[src/rtl/mem_stage_if.sv]
// Data-memory bus between mem_stage and the data memory.
// Valid/ready: req held stable until ready is seen.
interface mem_stage_if;
    logic        req;
    logic        we;
    logic [31:0] addr;
    logic [31:0] wdata;
    logic [3:0]  be;
    logic        ready;
    logic [31:0] rdata;

    modport master (
        output req, we, addr, wdata, be,
        input  ready, rdata
    );

    modport slave (
        input  req, we, addr, wdata, be,
        output ready, rdata
    );
endinterface

[src/rtl/mem_stage.sv]
// RV32I memory-access stage: loads/stores over a valid/ready bus.
// Optional MEM_MISALIGN_TRAP_EN: trap misaligned accesses.
module mem_stage #(
    parameter int BUS_TIMEOUT = 16
) (
    input  logic        clk,
    input  logic        rst_n,
    input  logic        ex_valid,
    input  logic [31:0] ex_alu_result,
    input  logic [31:0] ex_rs2,
    input  logic [2:0]  ex_funct3,
    input  logic        ex_mem_read,
    input  logic        ex_mem_write,
    input  logic        ex_reg_write,
    input  logic [4:0]  ex_rd,
    output logic        stall,
    mem_stage_if.master dmem,
    output logic        wb_valid,
    output logic        wb_reg_write,
    output logic [4:0]  wb_rd,
    output logic [31:0] wb_data,
    output logic        bus_err,
    output logic        misalign_err
);

    typedef enum logic {IDLE, BUSY} state_t;

    localparam int TO_W =
        (BUS_TIMEOUT > 1) ? $clog2(BUS_TIMEOUT) : 1;
    localparam logic [TO_W-1:0] TO_LAST =
        TO_W'(BUS_TIMEOUT - 1);

    state_t          state_q, state_d;
    logic [31:0]     addr_q, addr_d;
    logic [31:0]     wdata_q, wdata_d;
    logic [3:0]      be_q, be_d;
    logic            we_q, we_d;
    logic [2:0]      f3_q, f3_d;
    logic [1:0]      alo_q, alo_d;
    logic            rw_q, rw_d;
    logic [TO_W-1:0] cnt_q, cnt_d;
    logic            wbv_d, wbrw_d;
    logic [4:0]      wbrd_d;
    logic [31:0]     wbdata_d;
    logic            berr_d, merr_d;

    logic [3:0]      be_new;
    logic [31:0]     wdata_new;
    logic [7:0]      ld_byte;
    logic [15:0]     ld_half;
    logic [31:0]     ld_val;
    logic            mem_op;
    logic            trap;

    assign stall      = (state_q == BUSY);
    assign dmem.req   = (state_q == BUSY);
    assign dmem.we    = we_q;
    assign dmem.addr  = addr_q;
    assign dmem.wdata = wdata_q;
    assign dmem.be    = be_q;

    assign mem_op = ex_mem_read | ex_mem_write;

`ifdef MEM_MISALIGN_TRAP_EN
    assign trap =
        (ex_funct3[1:0] == 2'b01 && ex_alu_result[0]) ||
        (ex_funct3[1] && ex_alu_result[1:0] != 2'b00);
`else
    assign trap = 1'b0;
`endif

    // Byte-lane mask and replicated store data from access width
    always_comb begin
        be_new    = 4'b1111;
        wdata_new = ex_rs2;
        unique case (ex_funct3[1:0])
            2'b00: begin
                be_new    = 4'b0001 << ex_alu_result[1:0];
                wdata_new = {4{ex_rs2[7:0]}};
            end
            2'b01: begin
                be_new    = ex_alu_result[1] ? 4'b1100
                                             : 4'b0011;
                wdata_new = {2{ex_rs2[15:0]}};
            end
            default: begin
                be_new    = 4'b1111;
                wdata_new = ex_rs2;
            end
        endcase
    end

    // Lane select and sign/zero extension of returned load data
    always_comb begin
        ld_byte = dmem.rdata[{alo_q, 3'b000} +: 8];
        ld_half = alo_q[1] ? dmem.rdata[31:16]
                           : dmem.rdata[15:0];
        ld_val  = dmem.rdata;
        unique case (f3_q)
            3'b000:  ld_val = {{24{ld_byte[7]}}, ld_byte};
            3'b100:  ld_val = {24'b0, ld_byte};
            3'b001:  ld_val = {{16{ld_half[15]}}, ld_half};
            3'b101:  ld_val = {16'b0, ld_half};
            default: ld_val = dmem.rdata;
        endcase
    end

    // Next-state and next write-back bundle
    always_comb begin
        state_d  = state_q;
        addr_d   = addr_q;
        wdata_d  = wdata_q;
        be_d     = be_q;
        we_d     = we_q;
        f3_d     = f3_q;
        alo_d    = alo_q;
        rw_d     = rw_q;
        cnt_d    = cnt_q;
        wbv_d    = 1'b0;
        wbrw_d   = wb_reg_write;
        wbrd_d   = wb_rd;
        wbdata_d = wb_data;
        berr_d   = 1'b0;
        merr_d   = 1'b0;
        unique case (state_q)
            IDLE: begin
                if (ex_valid && !mem_op) begin
                    wbv_d    = 1'b1;
                    wbrw_d   = ex_reg_write;
                    wbrd_d   = ex_rd;
                    wbdata_d = ex_alu_result;
                end else if (ex_valid && trap) begin
                    wbv_d    = 1'b1;
                    wbrw_d   = 1'b0;
                    wbrd_d   = ex_rd;
                    merr_d   = 1'b1;
                end else if (ex_valid) begin
                    state_d = BUSY;
                    addr_d  = {ex_alu_result[31:2], 2'b00};
                    wdata_d = wdata_new;
                    be_d    = be_new;
                    we_d    = ex_mem_write;
                    f3_d    = ex_funct3;
                    alo_d   = ex_alu_result[1:0];
                    rw_d    = ex_reg_write;
                    wbrd_d  = ex_rd;
                    cnt_d   = '0;
                end
            end
            BUSY: begin
                if (dmem.ready) begin
                    state_d = IDLE;
                    wbv_d   = 1'b1;
                    if (we_q) begin
                        wbrw_d = 1'b0;
                    end else begin
                        wbrw_d   = rw_q;
                        wbdata_d = ld_val;
                    end
                end else if (BUS_TIMEOUT != 0 &&
                             cnt_q == TO_LAST) begin
                    state_d = IDLE;
                    wbv_d   = 1'b1;
                    wbrw_d  = 1'b0;
                    berr_d  = 1'b1;
                end else begin
                    cnt_d = cnt_q + 1'b1;
                end
            end
            default: state_d = IDLE;
        endcase
    end

    // State, latched request and write-back registers
    always_ff @(posedge clk or negedge rst_n) begin
        if (!rst_n) begin
            state_q      <= IDLE;
            addr_q       <= '0;
            wdata_q      <= '0;
            be_q         <= '0;
            we_q         <= 1'b0;
            f3_q         <= '0;
            alo_q        <= '0;
            rw_q         <= 1'b0;
            cnt_q        <= '0;
            wb_valid     <= 1'b0;
            wb_reg_write <= 1'b0;
            wb_rd        <= '0;
            wb_data      <= '0;
            bus_err      <= 1'b0;
            misalign_err <= 1'b0;
        end else begin
            state_q      <= state_d;
            addr_q       <= addr_d;
            wdata_q      <= wdata_d;
            be_q         <= be_d;
            we_q         <= we_d;
            f3_q         <= f3_d;
            alo_q        <= alo_d;
            rw_q         <= rw_d;
            cnt_q        <= cnt_d;
            wb_valid     <= wbv_d;
            wb_reg_write <= wbrw_d;
            wb_rd        <= wbrd_d;
            wb_data      <= wbdata_d;
            bus_err      <= berr_d;
            misalign_err <= merr_d;
        end
    end

endmodule
[src/flat_wrapper.sv]
// flat-port wrapper written by rule: the top's interface ports become plain ports
module mem_stage_flat 
#(
    parameter int BUS_TIMEOUT = 16
)
  (clk, rst_n, ex_valid, ex_alu_result, ex_rs2, ex_funct3, ex_mem_read, ex_mem_write, ex_reg_write, ex_rd, stall, wb_valid, wb_reg_write, wb_rd, wb_data, bus_err, misalign_err, dmem_req, dmem_we, dmem_addr, dmem_wdata, dmem_be, dmem_ready, dmem_rdata);
  mem_stage_if dmem_i ();
  input  logic clk;
  input  logic rst_n;
  input  logic ex_valid;
  input  logic [31:0] ex_alu_result;
  input  logic [31:0] ex_rs2;
  input  logic [2:0] ex_funct3;
  input  logic ex_mem_read;
  input  logic ex_mem_write;
  input  logic ex_reg_write;
  input  logic [4:0] ex_rd;
  output logic stall;
  output logic wb_valid;
  output logic wb_reg_write;
  output logic [4:0] wb_rd;
  output logic [31:0] wb_data;
  output logic bus_err;
  output logic misalign_err;
  output wire logic [$bits(dmem_i.req)-1:0] dmem_req;
  output wire logic [$bits(dmem_i.we)-1:0] dmem_we;
  output wire logic [$bits(dmem_i.addr)-1:0] dmem_addr;
  output wire logic [$bits(dmem_i.wdata)-1:0] dmem_wdata;
  output wire logic [$bits(dmem_i.be)-1:0] dmem_be;
  input wire logic [$bits(dmem_i.ready)-1:0] dmem_ready;
  input wire logic [$bits(dmem_i.rdata)-1:0] dmem_rdata;
  assign dmem_req = dmem_i.req;
  assign dmem_we = dmem_i.we;
  assign dmem_addr = dmem_i.addr;
  assign dmem_wdata = dmem_i.wdata;
  assign dmem_be = dmem_i.be;
  assign dmem_i.ready = dmem_ready;
  assign dmem_i.rdata = dmem_rdata;
  mem_stage #(.BUS_TIMEOUT(BUS_TIMEOUT)) u_core (.clk(clk), .rst_n(rst_n), .ex_valid(ex_valid), .ex_alu_result(ex_alu_result), .ex_rs2(ex_rs2), .ex_funct3(ex_funct3), .ex_mem_read(ex_mem_read), .ex_mem_write(ex_mem_write), .ex_reg_write(ex_reg_write), .ex_rd(ex_rd), .stall(stall), .dmem(dmem_i), .wb_valid(wb_valid), .wb_reg_write(wb_reg_write), .wb_rd(wb_rd), .wb_data(wb_data), .bus_err(bus_err), .misalign_err(misalign_err));
endmodule
[config.mk]
export PLATFORM = sky130hd
export DESIGN_NAME = mem_stage_flat
export DESIGN_NICKNAME = d
export VERILOG_FILES = /design/src/rtl/mem_stage_if.sv /design/src/rtl/mem_stage.sv /design/src/flat_wrapper.sv
export SDC_FILE = /design/constraint.sdc
export NUM_CORES = 1
export LEC_CHECK = 0
export ABC_AREA = 0
export CAP_MARGIN = 5
export CORE_ASPECT_RATIO = 1.2
export CORE_MARGIN = 4
export CORE_UTILIZATION = 29
export DETAILED_ROUTE_END_ITERATION = 8
export DONT_BUFFER_PORTS = 1
export PLACE_DENSITY_LB_ADDON = 0.2
export SETUP_SLACK_MARGIN = 0.05
export SYNTH_ARGS = -nofsm -noshare
export SYNTH_HDL_FRONTEND = slang
export SYNTH_SLANG_ARGS = --single-unit
[constraint.sdc]
create_clock -name clk -period 4.38 [get_ports clk]
set_input_delay 0.876 -clock clk [delete_from_list [all_inputs] [get_ports clk]]
set_output_delay 0.876 -clock clk [all_outputs]
set_load 0.03 [all_outputs]
# Word-level counts from Yosys, hierarchy flattened
# Index checks and enable logic that the tools add are counted.
# op_classes
muxes	32
shifts	2
n_reduce_logical	10
add_sub_neg	1
bitwise_logic	3
n_eq_ne	13
# op_table
op	count
$pmux W32 S2	2
$pmux W32 S4	1
$mux W32	3
$shiftx A32 B6 Y8	1
$mux W4	5
$mux W16	1
$pmux W4 S2	2
$mux W1	13
$ne A2 B2 Y1 const B	6
$mux W5	2
$eq A3 B3 Y1 const B	2
$pmux W1 S2	3
$reduce_and A3 Y1	2
$add A4 B1 Y4 const B	1
$eq A4 B4 Y1 const B	1
$reduce_and A2 Y1	2
$reduce_and A4 Y1	1
$shl A1 B2 Y4 const A	1
$eq A3 B1 Y1 const B	1
$logic_not A3 Y1	1
$ne A3 B3 Y1 const B	1
$eq A2 B1 Y1 const B	1
$logic_not A2 Y1	1
$ne A2 B1 Y1 const B	1
other kinds (5)	6
# word_totals
input_bits	111
register_bits	118
output_inout_bits	112
word_cells	75

# Logic depth before layout (Yosys ltp)
# Gate-level depths: netlist (run 1).
# logic_depth
depth_word	5
depth_mapped	7
mapped_depth_nobuf	5

# Least setup slack after synthesis (run 1)
# OpenSTA, ideal clock, no wires.
# synth_timing
path_kind	input -> register
from	input port dmem_rdata[31]
to	register u_core.wb_data[20]
required_time_ps	4252
path_buffers	1
t_arrival_ps	1994
slack_ps	2257
stages	5
cell_sequence	mux4_2 > or2_4 > a21boi_4 > buf_6 > a22oi_1
# synth_between
elab_chain_cells	5
# synth_lines
item	line_no	text
start, declared	flat_wrapper.sv:31	input wire logic [$bits(dmem_i.rdata)-1:0] dmem_rdata;
$shiftx A32 B6 Y8 or $mux W16 (tied branches)	mem_stage.sv:95, mem_stage.sv:96	
$pmux W32 S4 *	mem_stage.sv:99	unique case (f3_q)
$mux W32 *	mem_stage.sv:154	if (we_q) begin
$mux W32 *	mem_stage.sv:151	if (dmem.ready) begin
$pmux W32 S2 *	mem_stage.sv:125	unique case (state_q)
end signal, assigned	mem_stage.sv:205	wb_data <= wbdata_d;
end, declared	mem_stage.sv:21	output logic [31:0] wb_data,
# Mark *: on every way between the ends. The rest lies on a longest branch, timed or not. The select of a mux whose other input is x is not followed.
# A chain may end at the register's enable or synchronous reset.

# Worst setup path after layout (run 1)
# layout_timing
from	register u_core.state_q (netlist: u_core.dmem.req)
to	register u_core.wb_data[24]
# layout_between
elab_chain_cells	3
# layout_lines
item	line_no	text
start, declared	mem_stage.sv:33	state_t state_q, state_d;
start signal, assigned	mem_stage.sv:193	state_q <= state_d;
$not A1 Y1 (no source line)	n/a	
$ne A2 B1 Y1 (no source line)	n/a	
$reduce_and A3 Y1 (no source line)	n/a	
# Parallel ways exist; a longest one is shown, timed or not.

==> results of run 1 <==
-- flip-flops by register name, indices dropped and copies added (netlist names) --
name,flops
u_core.rw_q,1
u_core.dmem.addr,30
u_core.alo_q,2
u_core.dmem.wdata,32
u_core.wb_reg_write,1
u_core.dmem.req,1
u_core.wb_valid,1
u_core.dmem.be,4
u_core.wb_rd,5
u_core.f3_q,3
u_core.wb_data,32
u_core.dmem.we,1
u_core.cnt_q,4
u_core.bus_err,1
-- worst paths after layout --
path | startpoint | endpoint | slack, ps | cells after the start
setup / recovery | u_core.dmem.req$_DFF_PN0_ | u_core.wb_data[24]$_DFFE_PN0P_ | 1580 | 5
hold / removal | rst_n | u_core.wb_rd[2]$_DFFE_PN0P_ | 160 | 0
setup reg to reg | u_core.dmem.req$_DFF_PN0_ | u_core.wb_data[24]$_DFFE_PN0P_ | 1580 | 5
hold reg to reg | u_core.rw_q$_DFFE_PN0P_ | u_core.rw_q$_DFFE_PN0P_ | 480 | 2
max in group asynchronous | rst_n | u_core.dmem.wdata[5]$_DFFE_PN0P_ | 4000 | 0
min in group clk | u_core.rw_q$_DFFE_PN0P_ | u_core.rw_q$_DFFE_PN0P_ | 480 | 2
-- cells by family after synthesis --
| family | share of synthesized area |
|---|---|
| compound gates | 0.132 |
| xor+xnor | 0.00155 |
| fa+ha+maj | 0.00222 |
| buf+inv | 0.0390 |
| flops | 0.523 |
| mux | 0.0763 |
| other cells | 0.000665 |
| simple gates | 0.225 |
-- routing by layer --
layer,part of all wire,track usage
met5,0,0
met4,0.022,0.0559
met3,0.12,0.0811
met2,0.49,0.272
met1,0.37,0.195
-- synthesized netlist by cell type (4+ instances only) --
library cell and count:
mux2_2 6, nand2_1 204, clkbuf_1 35, nand3b_1 9, or3_1 5, inv_1 4, a22oi_1 15, o311ai_0 7
o21ai_0 54, nor2b_1 11, nor2_1 22, nand3_1 13, a21oi_1 23, nand2b_1 12, buf_4 4, mux2i_1 34
dfrtp_1 118, a31oi_1 5, o22ai_1 5
-- critical path, cell delays in order (launching register included) --
cell	delay, ps
dfrtp_2	950
and3b_1	270
buf_4	240
a21o_1	760
o21ai_0	270
a22oi_2	210
-- report_power, final --
part / total [mW] / internal, mW / switching, mW
registers: 2.28 / 1.39 / 0.892
clock network: 1.54 / 1.05 / 0.493
logic: 0.586 / 0.251 / 0.335
total: 4.41 / 2.69 / 1.72
-- per-stage QoR --
| stage | power, mW | worst slack (ps) | util |
|---|---|---|---|
| global route | 4.64 | 1340 | 0.342 |
| finish | 4.41 | 1580 | 0.342 |
| detailed placement | 2.90 | 1510 | 0.308 |
| global placement | 2.87 | 1630 | 0.308 |
| CTS | 4.47 | 1510 | 0.342 |
| floorplan | 2.68 | 2260 | - |
-- final cells by class --
class,count,area [um^2],area share
multi-input cells,460,2510,0.386
inverters,4,15.0,0.00231
clock buffers,23,478,0.0737
repair buffers,6,45.0,0.00694
flip-flops and latches,118,2950,0.455
well taps,256,320,0.0494
clock inverters,8,170,0.0262
==> results.txt, run 1 <==
----------------------------------------------------
[Floorplan]
  Area of the core ... 19000 um^2
  Initial Utilization ... 0.297
  Number of rows in the core area ... 55
  Die Span Y ... 161 um
  Die Width ... between 100 and 150 um
  Top Ports ... around 220
  Die area ... 21800 um^2

[GRT]
  Largest net degree at the start of global routing ... 119
  Global-route wire length before repair ... 28100 um
  Vias in the first global route ... 4576
  Sum of overflow across all layers after global routing ... 0
  Overall routing resource usage ... 0.168
  Antenna violations before repair ... 0

[STA]
  Max Freq ... about 360 MHz
  Accumulated negative setup slack ... 0 ps
  Max transition margin ... 0.349
  RSZ-0062 raised after global routing ... false
  Slew of the pin with the lowest slew margin ... 977 ps
  Count of final max-slew check failures ... 0
  Final setup viols ... 0
  Clock Skews ... 9.73 ps
  Worst hold slack ... 159 ps
  Fin crit share ... 0.639
  Hold violation count in the final report ... 0
  Min Tclk post-route ... 2800 ps

[Min path]
  Hold crit path type ... in2async

[Synthesis]
  Number of flops mapped to enable cells by yosys ... 0
  Cell type contributing the most total cell area after synthesis ... dfrtp_1
  Most used flip-flop cell after synthesis ... dfrtp_1
  Synthesized area divided by synthesized cell count ... approximately 9.0 um^2
  Cells after synthesis ... 626
  Total of flip-flops plus latches after synthesis ... 118
  Synth Warn # ... 0
  Area share of the largest cell type after synthesis ... 0.523
  Post-synthesis sequential area ratio ... 0.523
  Yosys cell types ... 47
  Ranking of synthesized cells by area ... dfrtp_1 (52%), nand2_1 (14%), mux2i_1 (6.0%)
  Post-synthesis instance area ... between 5000 and 6000 um^2
  Fraction of registers with async set/reset ... 1.00

[Place]
  Final weighted congestion in routability-driven placement ... between 0.8 and 0.9
  IO buf count ... 0
  Instance area at placement ... 5840 um^2
  DP HPWL ... 13400 um
  Cell count after placement ... around 840

[Clocking]
  Clock Latency Late Sink ... 410 ps
  Clk Tree Root Cell ... clkbuf_16
  Quantity of hold-fixing buffers added after cts ... 0
  Number of clock buffers inserted by TritonCTS ... 17
  CTS Buffer Depth ... 2
  TritonCTS clock tree ... built
  Post-CTS sizing ... 0
  Buffer count from post-CTS setup fixing ... 0
  CTS clock-pin slew for the worst setup and hold paths ... approximately 60 ps
  Level count of the clock H-tree ... 4
  # clock sinks ... 118

[Cells and area]
  Commonest cells after routing, fill and taps aside ... nand2_1 (204), dfrtp_1 (117), o21ai_0 (54)
  Antenna cells ... 0
  Commonest non-fill, non-tap cell in the layout ... nand2_1
  Share of cells above drive strength 1 ... 0.0840
  Non-Filler Instances ... 875
  Fill cell instance count of the final layout ... 1968
  Finished layout cell area ... 6490 um^2
  Area grow syn2layout ... 15.0%
  Total number of nets in the final design ... 719

[Power and ir drop]
  Total power density per cell area ... ~700 nW/um^2
  Max rail drop VDD ... 266 uV
  Leak pwr ... 2.99 nW

[Drt]
  Violation count after the first detailed-route iteration ... 249
  Remaining design rule violation count ... 0
  Via-to-Cell Ratio ... 5.15
  Length of the first detailed-routing pass in iterations ... 6
  Final Routed Wirelength ... roughly 18000 um
  Final antenna-violating net count ... 0
  Routed vias ... 4506
  Average wire per cell in the routed design ... 21.1 um

[Setup path]
  Kind of critical path ... reg2reg
  Worst-path fanout max ... 38
  Worst Setup End Kind ... register
  Data required time of the critical path ... 4710 ps
  Endpoint arrival time on the critical path ... approximately 3100 ps
  Kind of start point of the critical path ... register

[Job]
  Max cap viols ... 0

[Outcome]
  Outcome ... finished, final reports clean

----------------------------------------------------
(Power assumes the default switching activity.)
==> run 2: changes to the inputs <==
==> constraint.sdc (replaced) <==
create_clock -name clk -period 2.9 [get_ports clk]
set_input_delay 0.58 -clock clk [delete_from_list [all_inputs] [get_ports clk]]
set_output_delay 0.58 -clock clk [all_outputs]
set_load 0.03 [all_outputs]
==> run 2 against run 1 <==
Net effect:
- the flow now finishes with violations (hold timing)
- total power is 45% higher
- critical path depth is 1 lower
- clock-buffer cell count is 4 lower
- sequential power is 50% higher
- die area stayed put
- non-clock buffer count is 3 higher
- clock power is 32% higher
- critical endpoint is now u_core.wb_data[21]$_DFFE_PN0P_
- largest cell class unchanged
- largest power group unchanged
- highest routed layer unchanged
==> results.txt, run 2 (synthesis gave the netlist of run 1 again) <==
----------------------------------------------------
[Floorplan]
  Die Width ... 135 um (unchanged)
  Die area ... 21800 um^2 (unchanged)
  Area of the core ... 19000 um^2 (unchanged)
  Number of rows in the core area ... 55 (unchanged)
  Initial Utilization ... 0.297 (unchanged)
  Die Span Y ... 161 um (unchanged)
  Top Ports ... 223 (unchanged)

[Setup path]
  Worst path bufs/invs ... 1 (unchanged)
  Delay of the slowest cell on the worst path ... 510 ps (-440 ps)
  Worst Setup End Kind ... register
  Crit path max-delay cell type ... a21boi_4
  R2R setup slack ... 860 ps (-720 ps)
  Cells along the critical path ... and3b_1 -> buf_4 -> a21boi_4 -> a22oi_1
  Endpoint arrival time on the critical path ... 2310 ps (-820 ps)
  Data required time of the critical path ... 3160 ps (-1550 ps)
  Kind of critical path ... reg2reg
  Kind of start point of the critical path ... register
  Worst-path fanout max ... 17 (-55%)
  Kind of cell adding the most delay to the critical path ... compound AO/OA/AOI/OAI gates

[STA]
  Fin crit share ... 0.704 (+0.0651)
  Final setup viols ... 0 (unchanged)
  Slew of the pin with the lowest slew margin ... 1130 ps (+152 ps)
  Clock Skews ... 11.6 ps (+1.91 ps)
  Max transition margin ... 0.244 (-0.104)
  Max Freq ... 490 MHz (+37%)
  Accumulated negative setup slack ... 0 ps (unchanged)
  Worst hold slack ... -131 ps (-289 ps)
  Hold violation count in the final report ... 118 (+118)
  RSZ-0062 raised after global routing ... false
  Min Tclk post-route ... 2040 ps (-757 ps)
  Count of final max-slew check failures ... 0 (unchanged)

[Power and ir drop]
  Leak pwr ... 2.97 nW (-0.82%)
  Total power density per cell area ... 989 nW/um^2 (+45%)
  Max rail drop VDD ... 387 uV (+45%)

[Clocking]
  Level count of the clock H-tree ... 4 (unchanged)
  Post-CTS sizing ... 0 (unchanged)
  CTS Buffer Depth ... 2 (unchanged)
  Buffer count from post-CTS setup fixing ... 0 (unchanged)
  Clock Latency Late Sink ... 420 ps (about the same)
  Number of clock buffers inserted by TritonCTS ... 17 (unchanged)
  CTS clock-pin slew for the worst setup and hold paths ... 60 ps (about the same)
  # clock sinks ... 118 (unchanged)
  Clk Tree Root Cell ... clkbuf_16
  TritonCTS clock tree ... built

[Cells and area]
  Multi-input logic area ... 2510 um^2 (unchanged)
  Seq. cell area ... 2950 um^2 (unchanged)
  Commonest non-fill, non-tap cell in the layout ... nand2_1
  Commonest cells after routing, fill and taps aside ... nand2_1 (204), dfrtp_1 (117), o21ai_0 (54)
  Area grow syn2layout ... 14.5%
  Total number of nets in the final design ... 722 (+0.42%)
  Finished layout cell area ... 6460 um^2 (-0.48%)
  Share of cells above drive strength 1 ... 0.0915 (+0.00749)
  Fill cell instance count of the final layout ... 1979 (+0.56%)

[Drt]
  Final Routed Wirelength ... 18400 um (about the same)
  Remaining design rule violation count ... 0 (unchanged)
  Average wire per cell in the routed design ... 20.9 um (-0.62%)
  Length of the first detailed-routing pass in iterations ... 5 (-1)
  Via-to-Cell Ratio ... 5.10 (-1.1%)
  Final antenna-violating net count ... 0 (unchanged)
  Routed vias ... 4484 (-0.49%)
  Violation count after the first detailed-route iteration ... 280 (+12%)

[GRT]
  Antenna violations before repair ... 1 (+1)
  Vias in the first global route ... 4686 (+2.4%)
  Global-route wire length before repair ... 28100 um (+0.17%)
  Sum of overflow across all layers after global routing ... 0 (unchanged)
  Largest net degree at the start of global routing ... 119 (unchanged)
  Overall routing resource usage ... 0.169 (+0.00127)

[Place]
  Instance area at placement ... 5890 um^2 (+0.81%)
  IO buf count ... 0 (unchanged)
  DP HPWL ... 13400 um (about the same)
  Final weighted congestion in routability-driven placement ... 0.813 (-3.6%)

[Job]
  Max cap viols ... 0 (unchanged)

[Outcome]
  Failing checks ... hold timing
  Outcome ... finished, violations left

[Min path]
  Hold crit path type ... in2async

----------------------------------------------------
[run 2: path summary, 6_finish.rpt]
path / startpoint / end / cells after the start
setup / recovery: u_core.dmem.we$_DFFE_PN0P_ / u_core.wb_data[21]$_DFFE_PN0P_ / 4
hold / removal: rst_n / u_core.wb_rd[1]$_DFFE_PN0P_ / 0
setup reg to reg: u_core.dmem.we$_DFFE_PN0P_ / u_core.wb_data[21]$_DFFE_PN0P_ / 4
hold reg to reg: u_core.rw_q$_DFFE_PN0P_ / u_core.rw_q$_DFFE_PN0P_ / 2
max in group asynchronous: rst_n / u_core.dmem.wdata[18]$_DFFE_PN0P_ / 0
min in group clk: dmem_ready / u_core.bus_err$_DFF_PN0_ / 1
[run 2: area by class of cell]
class / instances / share of cell area
multi-input combinational: 460 / 0.388
clock buffer: 19 / 0.0670
clock inverter: 13 / 0.0207
timing repair buffer: 9 / 0.0143
tap: 256 / 0.0496
antenna: 1 / 0.000388
inverter: 4 / 0.00233
sequential: 118 / 0.457
[run 2: per-stage QoR]
step,hold WS [ps],power (mW),utilization,cells,setup WS [ps]
floorplan,284,4.04,-,628,1070
global placement,288,4.37,0.310,847,790
detailed placement,288,4.41,0.310,847,737
CTS,-162,6.48,0.340,879,853
global route,-162,6.72,0.340,880,751
finish,-131,6.39,0.340,880,858
[run 2: report_power, final]
part,internal [mW],switching (mW)
logic,0.395,0.548
clock network,1.26,0.774
registers,2.10,1.31
total,3.75,2.63
[run 2: metal layers]
layer / track usage / share of wire / vias up / routed length [um]
li1: - / - / 2071 / -
met1: 0.184 / 0.36 / 2198 / 6620
met2: 0.288 / 0.51 / 198 / 9440
met3: 0.0786 / 0.11 / 17 / 2050
met4: 0.0605 / 0.016 / 0 / 303
met5: 0 / 0 / - / 0
